## src/rtl/rr_arbiter.sv

```systemverilog
// rr_arbiter
//   Round-robin arbiter sharing one downstream resource between NUM_REQ
//   requesters. Issues a registered one-hot grant plus its binary index,
//   holds the grant until the owner releases it (done, request drop, or
//   starvation limit), and re-arbitrates in the same cycle so back-to-back
//   owners see no idle gap.
//
// Parameters
//   NUM_REQ  : number of requesters (>= 2, any value)
//   MAX_HOLD : max consecutive grant cycles while another requester waits;
//              0 disables the limit
//
// Ports
//   clk      in   clock, rising edge
//   rst_n    in   asynchronous active-low reset
//   en       in   arbitration enable; 0 blocks new grants only
//   req      in   [NUM_REQ]  level-sensitive requests
//   done     in   current owner releases the grant
//   gnt      out  [NUM_REQ]  registered one-hot grant
//   gnt_idx  out  [IDX_W]    registered binary index of gnt (0 when idle)
//   gnt_vld  out  a grant is active (|gnt)
//   busy     out  arbiter is in the GRANT state
module rr_arbiter #(
    parameter int  NUM_REQ  = 4,
    parameter int  MAX_HOLD = 8,
    localparam int IDX_W    = $clog2(NUM_REQ)
) (
    input  logic               clk,
    input  logic               rst_n,
    input  logic               en,
    input  logic [NUM_REQ-1:0] req,
    input  logic               done,
    output logic [NUM_REQ-1:0] gnt,
    output logic [IDX_W-1:0]   gnt_idx,
    output logic               gnt_vld,
    output logic               busy
);

    localparam int HC_W = (MAX_HOLD > 0) ? $clog2(MAX_HOLD + 1) : 1;
    localparam logic [HC_W-1:0]  HOLD_LAST = (MAX_HOLD > 0) ? HC_W'(MAX_HOLD - 1) : '0;
    localparam logic [IDX_W-1:0] LAST_IDX  = IDX_W'(NUM_REQ - 1);

    typedef enum logic {
        IDLE,
        GRANT
    } state_t;

    state_t             state;
    logic [IDX_W-1:0]   ptr;
    logic [HC_W-1:0]    hold_cnt;

    logic [NUM_REQ-1:0] cand_req;
    logic               found;
    logic [IDX_W-1:0]   win;
    logic [IDX_W-1:0]   win_next;
    logic               others;
    logic               limit_hit;
    logic               rel;

    // Release evaluation; on release the owner's bit is masked so a forced
    // release cannot hand the grant straight back to the same requester.
    always_comb begin
        others    = |(req & ~gnt);
        limit_hit = (MAX_HOLD != 0) && (hold_cnt == HOLD_LAST) && others;
        rel       = (state == GRANT) && (done || !req[gnt_idx] || limit_hit);
        cand_req  = (state == GRANT) ? (req & ~gnt) : req;
    end

    // Search from ptr upward with explicit wrap so non-power-of-2 counts work.
    always_comb begin
        int unsigned pos;
        pos   = 0;
        found = 1'b0;
        win   = '0;
        for (int unsigned i = 0; i < NUM_REQ; i++) begin
            pos = 32'(ptr) + i;
            if (pos >= NUM_REQ) begin
                pos = pos - NUM_REQ;
            end
            if (!found && cand_req[IDX_W'(pos)]) begin
                found = 1'b1;
                win   = IDX_W'(pos);
            end
        end
        win_next = (win == LAST_IDX) ? '0 : win + IDX_W'(1);
    end

    always_ff @(posedge clk or negedge rst_n) begin
        if (!rst_n) begin
            state    <= IDLE;
            gnt      <= '0;
            gnt_idx  <= '0;
            ptr      <= '0;
            hold_cnt <= '0;
        end else begin
            case (state)
                IDLE: begin
                    if (en && found) begin
                        state    <= GRANT;
                        gnt      <= NUM_REQ'(1) << win;
                        gnt_idx  <= win;
                        ptr      <= win_next;
                        hold_cnt <= '0;
                    end
                end
                GRANT: begin
                    if (rel) begin
                        if (en && found) begin
                            gnt      <= NUM_REQ'(1) << win;
                            gnt_idx  <= win;
                            ptr      <= win_next;
                            hold_cnt <= '0;
                        end else begin
                            state    <= IDLE;
                            gnt      <= '0;
                            gnt_idx  <= '0;
                            hold_cnt <= '0;
                        end
                    end else if (hold_cnt != HOLD_LAST) begin
                        hold_cnt <= hold_cnt + HC_W'(1);
                    end
                end
                default: begin
                    state    <= IDLE;
                    gnt      <= '0;
                    gnt_idx  <= '0;
                    hold_cnt <= '0;
                end
            endcase
        end
    end

    assign gnt_vld = |gnt;
    assign busy    = (state == GRANT);

endmodule

```

## config.mk

```make
export PLATFORM = sky130hd
export DESIGN_NAME = rr_arbiter
export DESIGN_NICKNAME = d
export VERILOG_FILES = /design/src/rtl/rr_arbiter.sv
export SDC_FILE = /design/constraint.sdc
export NUM_CORES = 1
export LEC_CHECK = 0
export ABC_CLOCK_PERIOD_IN_PS = 2400
export CORE_MARGIN = 3
export CORE_UTILIZATION = 50
export DETAILED_ROUTE_END_ITERATION = 6
export GPL_ROUTABILITY_DRIVEN = 1
export HOLD_SLACK_MARGIN = 0.02
export PLACE_DENSITY = 0.88
export SYNTH_ARGS = -nofsm -noshare
export SYNTH_HDL_FRONTEND = slang
export SYNTH_SLANG_ARGS = --single-unit
```

## constraint.sdc

```tcl
create_clock -name clk -period 2.4 [get_ports clk]
set_clock_uncertainty 0.05 [all_clocks]
set_input_delay 0.48 -clock clk [delete_from_list [all_inputs] [get_ports clk]]
set_output_delay 0.48 -clock clk [all_outputs]
set_load 0.02 [all_outputs]
```

* After elaboration in Yosys (flattened, before gate mapping)
Cells that the tools add are included.
** Storage, ports and cells
- Bits in registers :: 13
- Bits of input ports :: 8
- Logic and storage cells :: 91
** Operators by class
- Add/subtract/negate cells :: 9
- $lt $le $gt $ge :: 9
- Eq/ne operators :: 6
- Shift-type cells :: 1
- Multiplexer cells :: 42
- Bitwise operators :: 3
- Reductions and logical operators :: 16
** Operators with widths (number)
- $mux W2 :: 14
- $mux W4 :: 7
- $pmux W4 S2 :: 2
- $lt A2 B3 Y1 const B :: 5
- $mux W1 :: 11
- $bmux W1 S2 :: 5
- $ge A3 B3 Y1 const B :: 3
- $pmux W2 S2 :: 2
- $reduce_or A4 Y1 :: 2
- $sub A2 B1 Y2 const B :: 4
- $add A2 B2 Y3 const B :: 2
- $logic_and A1 B1 Y1 :: 6
- $add A4 B1 Y4 const B :: 1
- $and A4 B4 Y4 :: 1
- $eq A4 B3 Y1 const B :: 1
- $logic_not A1 Y1 :: 4
- $ne A4 B3 Y1 const B :: 1
- $not A4 Y4 :: 1
- $reduce_and A2 Y1 :: 2
- $shl A1 B2 Y4 const A :: 1
- $add A2 B1 Y3 const B :: 1
- $ge A2 B3 Y1 const B :: 1
- $ne A3 B1 Y1 const B :: 1
- $add A2 B1 Y2 const B :: 1
- 6 further kinds :: 7

* Longest topological paths before layout
Gate-level depths: netlist (run 1).
- Depth after elaboration :: 20
- Depth in mapped cells :: 6
- Mapped depth without buffers :: 6

* Least setup slack after synthesis (run 1)
No wires, ideal clock.
- Kind :: flip-flop to flip-flop
- From :: register state (netlist: busy)
- To :: register ptr[1]
- Setup time :: 125 ps
- Arrival time :: 1957 ps
- Required time :: 2225 ps
- Setup slack :: 268 ps
- Stages on the path, launching flop included :: 7
- Path buffers :: 0
- Period minus slack after synthesis :: 2132 ps
- Cell sequence :: dfrtp_1 a21boi_0 a21boi_0 o211ai_1 inv_1 ha_1 mux2_4
** Between the ends
- Word-level cells in the longest chain between the ends :: 18
- Elaborated cells between the ends (all ways) :: 33
- Classes of those cells :: add/sub: 1; eq/ne: 2; mux: 21; bitwise: 1; reduce/logical: 8
** RTL lines
- start: declaration :: line 48 : state_t state;
- start signal: assignment :: line 90 : state <= IDLE;
- start signal: assignment :: line 99 : state <= GRANT;
- start signal: assignment :: line 114 : state <= IDLE;
- $mux W4 (*) :: line 66 : cand_req = (state == GRANT) ? (req & ~gnt) : req;
- $bmux W1 S2 :: line 80 : if (!found && cand_req[IDX_W'(pos)]) begin
- $mux W1 (not written as such) :: line 80
- $mux W1 :: line 80
- $logic_not A1 Y1 :: line 80
- $logic_and A1 B1 Y1 :: line 80
- $mux W1 :: line 80
- $logic_not A1 Y1 :: line 80
- (+3 left out)
- $logic_and A1 B1 Y1 :: line 80
- $mux W2 (*) :: line 80
- $add A2 B1 Y2 / $eq A2 B2 Y1 (equally long branches) :: line 85 : win_next = (win == LAST_IDX) ? '0 : win + IDX_W'(1);
- $mux W2 (*) :: line 85
- net win_next[1] :: line 55 : logic [IDX_W-1:0] win_next;
- $mux W2 (*) :: line 98, 108
- $mux W2 :: line 107 : if (rel) begin
- $pmux W2 S2 (*) :: line 96 : case (state)
- end signal: assignment :: line 102 : ptr <= win_next;
- end signal: assignment :: line 111 : ptr <= win_next;
- end: declaration :: line 49 : logic [IDX_W-1:0] ptr;
The timed path passes the listed nets; every way through them passes the cells marked *. The select of a mux whose other input is x is not followed.
A chain may end at the register's enable or synchronous reset.

* Worst setup path in the final report (run 1)
- From :: register gnt[0]
- To :: output port gnt_vld
** Between the ends
- Word-level cells in the longest chain between the ends :: 1
** RTL lines
- start: declaration :: line 33 : output logic [NUM_REQ-1:0] gnt,
- start signal: assignment :: line 100 : gnt <= NUM_REQ'(1) << win;
- start signal: assignment :: line 109 : gnt <= NUM_REQ'(1) << win;
- $reduce_or A4 Y1 :: line 133 : assign gnt_vld = |gnt;
- end: declaration :: line 35 : output logic gnt_vld,
No other way between the ends.

==> impl_metrics.ini, run 1 <==
[place]
dpl_cell_area_sq_um = 1070
routabilityCongestion = 0.839
preCtsSetupSlack_ps = -63.6
port-buffer-count = 15
dp_cells = 121
half_perimeter_wire_length_of_the_detailed_placement_result_um = 1530

[floorplan]
initial_utilization_pct = 54.8
fp.coreArea_sq_um = 1540
die_x_um = 47.1
i_o_pin_total = 16
placementRows = 14
die_y_um = 47.1
die-area_sq_um = 2220

[clock_tree]
clkSinkCount = 13
ctsRootBufferMaster = sky130_fd_sc_hd__clkbuf_4
clock_tree_from_tritoncts = done
buffer_depth_of_the_longest_clock_path = 2
post-cts-setup-buffer-count = 0
postCtsHoldBufs = 0
postCtsResizedCells = 0
htree_levels = 1
clock_latency_ps = 270
numCtsBuffers = 3
worst_setup_hold_path_clk_slew_ps = 90

[final_layout]
finalNetCount = 123
n_antenna_cell = 0
layout-area-overhead-vs-synth_pct = 30.5
layout_commonest_cell = sky130_fd_sc_hd__clkdlybuf4s50_1
final_cell_mix = 15 x sky130_fd_sc_hd__clkdlybuf4s50_1, 13 x sky130_fd_sc_hd__dfrtp_1, 8 x sky130_fd_sc_hd__buf_4
final_design_area_no_fill_sq_um = 1100
non_filler_instance_count_after_layout = 125
layout-drive-gt1-share_pct = 18.3

[logic_synthesis]
synth_seq_cells = 13
yosys.cell_types.count = 35
async_reset_ff_share_pct = 100
synthDominantAreaCellType = sky130_fd_sc_hd__dfrtp_1
muxShareOfSynthArea_pct = 5.48
largest_family_of_logic_cells_by_synthesized_area = compound AO/OA/AOI/OAI gates
post_synth_simple_gate_area_pct = 20.3
post_synth_xor_area_fraction_pct = 0
synth.net_count = 95
gate_count_of_the_mapped_netlist = 82
synth_compound_gate_area_share_pct = 27.0
synth_top_area_share_pct = 38.5
syn-cell-area_sq_um = 845
largest_cells_by_area_after_synthesis = sky130_fd_sc_hd__dfrtp_1 39%, sky130_fd_sc_hd__ha_1 7.4%, sky130_fd_sc_hd__a22o_1 6.2%
number_of_enable_flip_flop_cells_after_synthesis = 0
synth-warning-count = 0
synth_flop_cell = sky130_fd_sc_hd__dfrtp_1
synthAdderAreaFrac_pct = 7.41
synth_area_per_cell_sq_um = 10.3
synth.yosys.seq_area_share_pct = 38.5

[setup_path]
worst_setup_path_end_kind = primary output
cp.arrival_ps = 1780
worst_setup_path_startpoint = gnt[0]
worstReg2RegStart = busy
worstPathRequired_ps = 1870
timing.critical_path.fanout_max = 5
path_class = flop to primary output
startpoint_type = flop

[power_and_ir_drop]
cellPowerDensity_nw_per_um2 = 1120
static_power_due_to_leakage_nw = 0.502
p_total_mw = 1.24
irDropWorstVdd_mv = 0.867

[timing]
finalHoldViolCount = 0
slew-limit-headroom_pct = 59.5
finalWorstSetupSlack_ps = 88.1
rsz0062_at_grt = false
worstMarginPinSlew_ps = 606
final_max_slew_viol_count = 0
final.min_clock_period_ps = 2310
maxClockFrequency_mhz = 433
final-setup-viol-count = 0
final_min_period_over_clock_period_pct = 96.3
whs_ps = 484

[grt]
first_pass_grt_wire_length_um = 3250
grt_max_degree = 14
groute.usage.overall_pct = 21.2
number_of_antenna_violations_at_the_first_check_in_global_routing = 0
grt_pass1_vias = 734
grt.overflow.total = 0

[drt]
drc_errors = 0
detailroute.via_count = 803
detail_route.iter0.violations = 49
route.detailed.vias_per_inst = 6.42
drt_pass1_iterations = 4
route.final.wire_length_um = 1970
detail_route.wl_per_cell_um = 15.8
detail-route-antenna-nets = 0

[run]
max_cap_violations = 0

[outcome]
status = completed

[hold_path]
type_of_the_most_critical_hold_path = flop to flop
worst_hold_path_startpoint = hold_cnt[1]
[through the flow]
| stage | utilization (%) | setup TNS [ps] |
|---|---|---|
| after floorplan | - | 0 |
| after global placement | 69.7 | -18.3 |
| after detailed placement | 69.7 | -125 |
| after CTS | 71.5 | 0 |
| after global routing | 71.5 | 0 |
| final | 71.5 | 0 |
[routing by layer]
metal	share of wire [%]	global-route usage, %	vias up
li1	-	-	373
met1	44	26.5	392
met2	48	35.0	32
met3	6.3	4.60	6
met4	2.1	9.39	0
met5	0	0	-
[final timing paths]
kind	end	slack [ps]	cells past startpoint
worst max-delay path	gnt_vld	90	2
worst min register to register	hold_cnt[1]	480	1
max in group asynchronous	hold_cnt[3]	1380	1
worst max register to register	ptr[1]	400	6
min in group asynchronous	hold_cnt[0]	530	1
worst min-delay path	hold_cnt[1]	480	1
[registers in the layout, indices dropped and copies added, names as in the netlist]
name      flops
ptr           2
gnt           4
hold_cnt      4
gnt_idx       2
busy          1
[power by group]
group / switching, mW / leakage, nW / total, mW / internal, mW
registers: 0.107 / 0.168 / 0.402 / 0.295
clock network: 0.0753 / 0.0177 / 0.137 / 0.0617
logic: 0.324 / 0.316 / 0.699 / 0.375
total: 0.506 / 0.502 / 1.24 / 0.732
[cell families (layout without fill, tap and decap cells)]
family	Yosys count	count (layout)
buffers and inverters	3	30
adder cells (fa/ha/maj)	5	5
AO/OA/AOI/OAI	29	29
flip-flops	13	13
multiplexers	4	4
AND/OR/NAND/NOR	28	28
[cell usage after synthesis, types with 2 or more instances]
master	instances
sky130_fd_sc_hd__or2_2	2
sky130_fd_sc_hd__dfrtp_1	13
sky130_fd_sc_hd__nand3b_1	2
sky130_fd_sc_hd__nor2_1	6
sky130_fd_sc_hd__o21ai_0	4
sky130_fd_sc_hd__nand2_1	3
sky130_fd_sc_hd__o211ai_1	2
sky130_fd_sc_hd__ha_1	5
sky130_fd_sc_hd__inv_1	3
sky130_fd_sc_hd__a21oi_1	3
sky130_fd_sc_hd__a21boi_0	4
sky130_fd_sc_hd__nand2b_1	6
sky130_fd_sc_hd__mux2i_1	2
sky130_fd_sc_hd__a22o_1	6
[layout make-up]
class,instances,area [sq um]
Tap cell,16,20.0
Clock inverter,1,5.00
Clock buffer,3,22.5
Multi-Input combinational cell,66,508
Sequential cell,13,325
Fill cell,118,439
Inverter,3,11.3
Timing Repair Buffer,23,210
[critical path, cell delays in order (launching register included)]
cell and delay, ps:
sky130_fd_sc_hd__dfrtp_1 440, sky130_fd_sc_hd__or4_1 520, sky130_fd_sc_hd__clkdlybuf4s50_1 550
No activity file was read; power rests on OpenSTA's default activity.
==> run 2, diff against run 1 <==
--- a/config.mk
+++ b/config.mk
@@ -6,7 +6,7 @@
 export NUM_CORES = 1
 export LEC_CHECK = 0
 export ABC_CLOCK_PERIOD_IN_PS = 2400
-export CORE_MARGIN = 3
+export CORE_MARGIN = 8
 export CORE_UTILIZATION = 50
 export DETAILED_ROUTE_END_ITERATION = 6
 export GPL_ROUTABILITY_DRIVEN = 1
==> impl_metrics.ini, run 2 (synthesis gave the netlist of run 1 again) <==
[floorplan]
initial_utilization_pct = 51.1
fp.coreArea_sq_um = 1650
die_y_um = 57.1
die-area_sq_um = 3260
placementRows = 15
die_x_um = 57.1
i_o_pin_total = 16

[final_layout]
layout_commonest_cell = sky130_fd_sc_hd__clkdlybuf4s50_1
n_antenna_cell = 0
layout-drive-gt1-share_pct = 17.4
final_cell_mix = 15 x sky130_fd_sc_hd__clkdlybuf4s50_1, 13 x sky130_fd_sc_hd__dfrtp_1, 8 x sky130_fd_sc_hd__buf_4
layout-area-overhead-vs-synth_pct = 30.5
finalNetCount = 123
reg.largest.list = gnt: 4 flops, hold_cnt: 4 flops
final_design_area_no_fill_sq_um = 1100

[drt]
detailroute.via_count = 805
detail_route.iter0.violations = 25
drt_pass1_iterations = 4
route.detailed.vias_per_inst = 6.39
route.final.wire_length_um = 2240
detail-route-antenna-nets = 0
drc_errors = 0
detail_route.wl_per_cell_um = 17.8

[setup_path]
worst_setup_path_end_kind = primary output
max_stage_delay_ps = 560
crit_path_top_delay_cell = sky130_fd_sc_hd__or4_1
path_class = flop to primary output
timing.critical_path.fanout_max = 5
cp.arrival_ps = 1840
startpoint_type = flop
worstPathRequired_ps = 1870
crit_path_cell_trace = or4_1 -> clkdlybuf4s50_1

[power_and_ir_drop]
internal-power_mw = 0.737
power_frac_seq_pct = 32.2
clock_power_share_pct = 10.9
net_switching_power_figure_mw = 0.523
irDropWorstVdd_mv = 0.793
cellPowerDensity_nw_per_um2 = 1140
p_comb_share_pct = 57.0
netSwitchingFraction_pct = 41.5
static_power_due_to_leakage_nw = 0.500

[place]
port-buffer-count = 15
routabilityCongestion = 0.802
dpl_cell_area_sq_um = 1080
preCtsSetupSlack_ps = -60.9
half_perimeter_wire_length_of_the_detailed_placement_result_um = 1710

[timing]
finalHoldViolCount = 0
maxClockFrequency_mhz = 423
final_max_slew_viol_count = 0
rsz0062_at_grt = false
worstMarginPinSlew_ps = 566
final.min_clock_period_ps = 2370
finalWorstSetupSlack_ps = 34.8
slew-limit-headroom_pct = 62.2
final_min_period_over_clock_period_pct = 98.5
final-setup-viol-count = 0

[clock_tree]
numCtsBuffers = 3
clock_latency_ps = 270
clkSinkCount = 13
postCtsResizedCells = 0
postCtsHoldBufs = 0
htree_levels = 1
worst_setup_hold_path_clk_slew_ps = 90
post-cts-setup-buffer-count = 0
ctsRootBufferMaster = sky130_fd_sc_hd__clkbuf_4
buffer_depth_of_the_longest_clock_path = 2
clock_tree_from_tritoncts = done

[grt]
grt_pass1_vias = 820
number_of_antenna_violations_at_the_first_check_in_global_routing = 0
grt_max_degree = 14
groute.usage.overall_pct = 13.8
grt.overflow.total = 0
first_pass_grt_wire_length_um = 3800

[hold_path]
type_of_the_most_critical_hold_path = input port to asynchronous set/reset pin

[outcome]
status = completed

[run]
max_cap_violations = 0
[run 2: cell count changes in the layout (fill, tap and decap cells not counted), sizes merged]
cell and delta:
clkinv -1, clkbuf +1
[run 2: worst paths after layout]
kind,slack [ps],start,cells after the start,endpoint
max reg2reg,360,busy,6,ptr[1]
max,30,gnt[0],2,gnt_vld
min reg2reg,510,gnt_idx[0],1,gnt_idx[0]
max in group asynchronous,1410,rst_n,1,ptr[0]
min in group clk,510,gnt_idx[0],1,gnt_idx[0]
min,510,rst_n,1,hold_cnt[2]
[run 2: stage by stage]
step	power [mW]	hold slack, ps	util [%]	std cells	TNS (ps)
CTS	1.26	500	66.7	126	0
detailed placement	1.12	482	65.2	122	-89.6
floorplan	0.785	134	-	82	0
global route	1.34	526	66.7	126	0
global placement	1.09	458	65.2	122	0
finish	1.26	510	66.7	126	0
[run 2: area by class of cell]
type,count,area (sq um)
Inverter,3,11.3
Timing Repair Buffer,23,210
Clock buffer,4,26.3
Tap cell,17,21.3
Multi-Input combinational cell,66,508
Sequential cell,13,325
Fill cell,131,549
[run 2: routing by layer]
metal	wire length (um)	GRT usage [%]	part of all wire [%]	vias to the layer above
li1	-	-	-	369
met1	989	18.3	44	400
met2	1090	21.9	49	34
met3	146	2.88	6.5	2
met4	16	4.03	0.71	0
met5	0	0	0	-
[run 2: power by group through the flow]
stage / Combinational, mW / Sequential (mW) / Clock [mW]
finish: 0.718 / 0.405 / 0.137
global route: 0.775 / 0.419 / 0.144
CTS: 0.721 / 0.402 / 0.135
detailed placement: 0.714 / 0.405 / 0
global placement: 0.688 / 0.399 / 0
floorplan: 0.352 / 0.433 / 0
[run 2: worst max-delay path: cells and delay by family, from the launching register on]
| kind | cells | cell delay [ps] |
|---|---|---|
| flops | 1 | 440 |
| buf+inv | 1 | 560 |
| simple gates | 1 | 560 |
==> run 3, diff against run 2 <==
--- a/config.mk
+++ b/config.mk
@@ -8,6 +8,7 @@
 export ABC_CLOCK_PERIOD_IN_PS = 2400
 export CORE_MARGIN = 8
 export CORE_UTILIZATION = 50
+export CTS_CLUSTER_DIAMETER = 100
 export DETAILED_ROUTE_END_ITERATION = 6
 export GPL_ROUTABILITY_DRIVEN = 1
 export HOLD_SLACK_MARGIN = 0.02
==> results of run 3 <==
Final layout, timing and power as in run 2 (identical DEF).
==> RTL edit: new RTL, settings of run 2 <==
The parameter `MAX_HOLD` goes from 8 to 4.
--- a/src/rtl/rr_arbiter.sv
+++ b/src/rtl/rr_arbiter.sv
@@ -22,7 +22,7 @@
 //   busy     out  arbiter is in the GRANT state
 module rr_arbiter #(
     parameter int  NUM_REQ  = 4,
-    parameter int  MAX_HOLD = 8,
+    parameter int  MAX_HOLD = 4,
     localparam int IDX_W    = $clog2(NUM_REQ)
 ) (
     input  logic               clk,
Behaviour: not the same (a bounded check fails within 10 cycles, from zero or initial values and one cycle with rst_n low).
==> RTL edit against run 2 <==
Synthesized area rose by 9.6%. Synthesized cell count rose by 8.5%. Hold slack worse by 67 ps. Setup slack better by 39 ps. Routed wire length is 4.4% higher. Power is 22% higher. Sequential cell count decreased by 1. Cell count up 14%. Die area rose by 6.9%. Fmax rose by 1.7%. Cell area up 12%. Critical path depth up 6. Critical path type is now reg -> reg. Critical endpoint is now gnt[1]. Highest routed layer unchanged.
==> RTL edit: results (changes against run 2) <==
- Status: complete, no violations
- R2r endpoint: gnt[1]
- Crit Path Class: reg -> reg
- Hold Path Cell Cnt: 2
- Vias in the first global route: 868 (+5.9%)
- Top flop regs: gnt x4, hold_cnt x3
- H-tree levels: 1 (unchanged)
- R2r setup slk: 70 ps (-290 ps)
- Footprint of the multi-input gates: 569.3 µm² (+12%)
- Mapped Nets: 103 (+8.4%)
- Final ANT Viol Nets: 0 (unchanged)
- Gr usage total: 14.84% (+1.0 points)
- Worst min path class: reg -> reg
- Worst endpoint data arrival time: 2440 ps (+600 ps)
- # diodes: 0 (unchanged)
- Post-CTS Setup Inserts: 0 (unchanged)
- Hold Vio Cnt, Final: 0 (unchanged)
- DP Wirelength: 1824 µm (+6.7%)
- Fraction of registers with async set or reset after synthesis: 100.0% (unchanged)
- Worst R2R Path Depth: 8 (+2)
- Gpl congestion: 0.8376 (+4.4%)
- CTS Buffer Depth: 2 (unchanged)
- DR vias: 837 (+4.0%)
- Slew HR: 66.55% (+4.4 points)
- CTS clk-pin slew, worst paths: 70 ps (-20 ps)
- Post_cts resized: 0 (unchanged)
- Hold Startpoint: hold_cnt[2]
- Seq/Total Area, Yosys: 32.43% (-6.1 points)
- Starting DRT DRC Count: 16 (-36%)
- Crit path max fanout: 9 (+4)
- DRT Wirelength: 2343 µm (+4.4%)
- 1st-pass router iterations: 4 (unchanged)
- First-pass GRT wire length: 3946 µm (+3.8%)
- P_leak: 0.5605 nW (+12%)
- Synth Warn #: 0 (unchanged)
- Inserted Clock Buffers: 3 (unchanged)
- Peak VDD IR: 911.2 µV (+15%)
- Most frequent cells after synthesis: dfrtp_1 (12), inv_1 (9), a22o_1 (6), ha_1 (6), nand2b_1 (6)
- Hold_ws: 443.4 ps (-67.04 ps)
- CP startpoint: ptr[0]
- Fillers: 128 (-2.3%)
- Fin nets: 135 (+9.8%)
- Largest net degree at the start of global routing: 13 (-1)
- Root Driver: clkbuf_4
- Post-synth cell types: 34 (-2.9%)
- Clock Latency Late Sink: 270 ps (about the same)
- Top cells by area, synth: dfrtp_1 (32%), ha_1 (8.1%), a22o_1 (5.7%)
- Share of cells above drive strength 1: 29.41% (+12 points)
- Area after detailed placement: 1195 µm² (+11%)
- Initial antenna violation count: 0 (unchanged)
- Hold endpoint: hold_cnt[2]
- Buffers on Ports: 15 (unchanged)
[RTL edit: cell types whose count changed in the layout (fill, tap and decap cells not counted), sizes merged, moves of 3 or more]
cell / change
buf: +8
inv: +6
a21oi: +4
nor2: -3
a21boi: -3
[RTL edit: area by class of cell]
class / count / share of cell area, %
timing repair buffer: 31 / 22.15
multi-input combinational: 64 / 46.24
sequential: 12 / 24.49
tap: 25 / 2.541
clock buffer: 3 / 1.829
inverter: 9 / 2.744
[RTL edit: worst max-delay path, cell delays in order, from the launching register on]
cell and delay (ps):
dfrtp_2 490, mux2_4 350, a221o_1 350, o21ai_0 210, o21a_1 170, a211oi_4 50
buf_4 160, ha_1 190, a22o_1 200
[RTL edit: cells by family after synthesis]
family	share of synthesized area [%]
AO/OA/AOI/OAI	30.54
AND/OR/NAND/NOR	11.49
buffers and inverters	7.162
flip-flops	32.43
multiplexers	10.27
adder cells (fa/ha/maj)	8.108
[RTL edit: layer usage]
metal / share of wire (%) / up-vias / track usage [%]
li1: - / 389 / -
met5: 0 / - / 0
met4: 2.2 / 0 / 9.556
met3: 5.5 / 5 / 3.254
met2: 49 / 26 / 24.14
met1: 43 / 417 / 17.07
[RTL edit: stage by stage]
step | worst slack, ps | TNS, ps | instances | total power [mW]
floorplan | 157.4 | 0 | 89 | 1.020
global placement | -152.9 | -853.5 | 141 | 1.344
detailed placement | -190.0 | -1259 | 141 | 1.400
CTS | 8.222 | 0 | 144 | 1.526
global route | -1.950 | -1.950 | 144 | 1.653
finish | 74.29 | 0 | 144 | 1.543
[RTL edit: power breakdown]
| group | leakage [nW] | switching, mW | internal (mW) |
|---|---|---|---|
| Sequential | 0.154 | 0.120 | 0.268 |
| Combinational | 0.392 | 0.507 | 0.530 |
| Clock | 0.0138 | 0.0600 | 0.0580 |
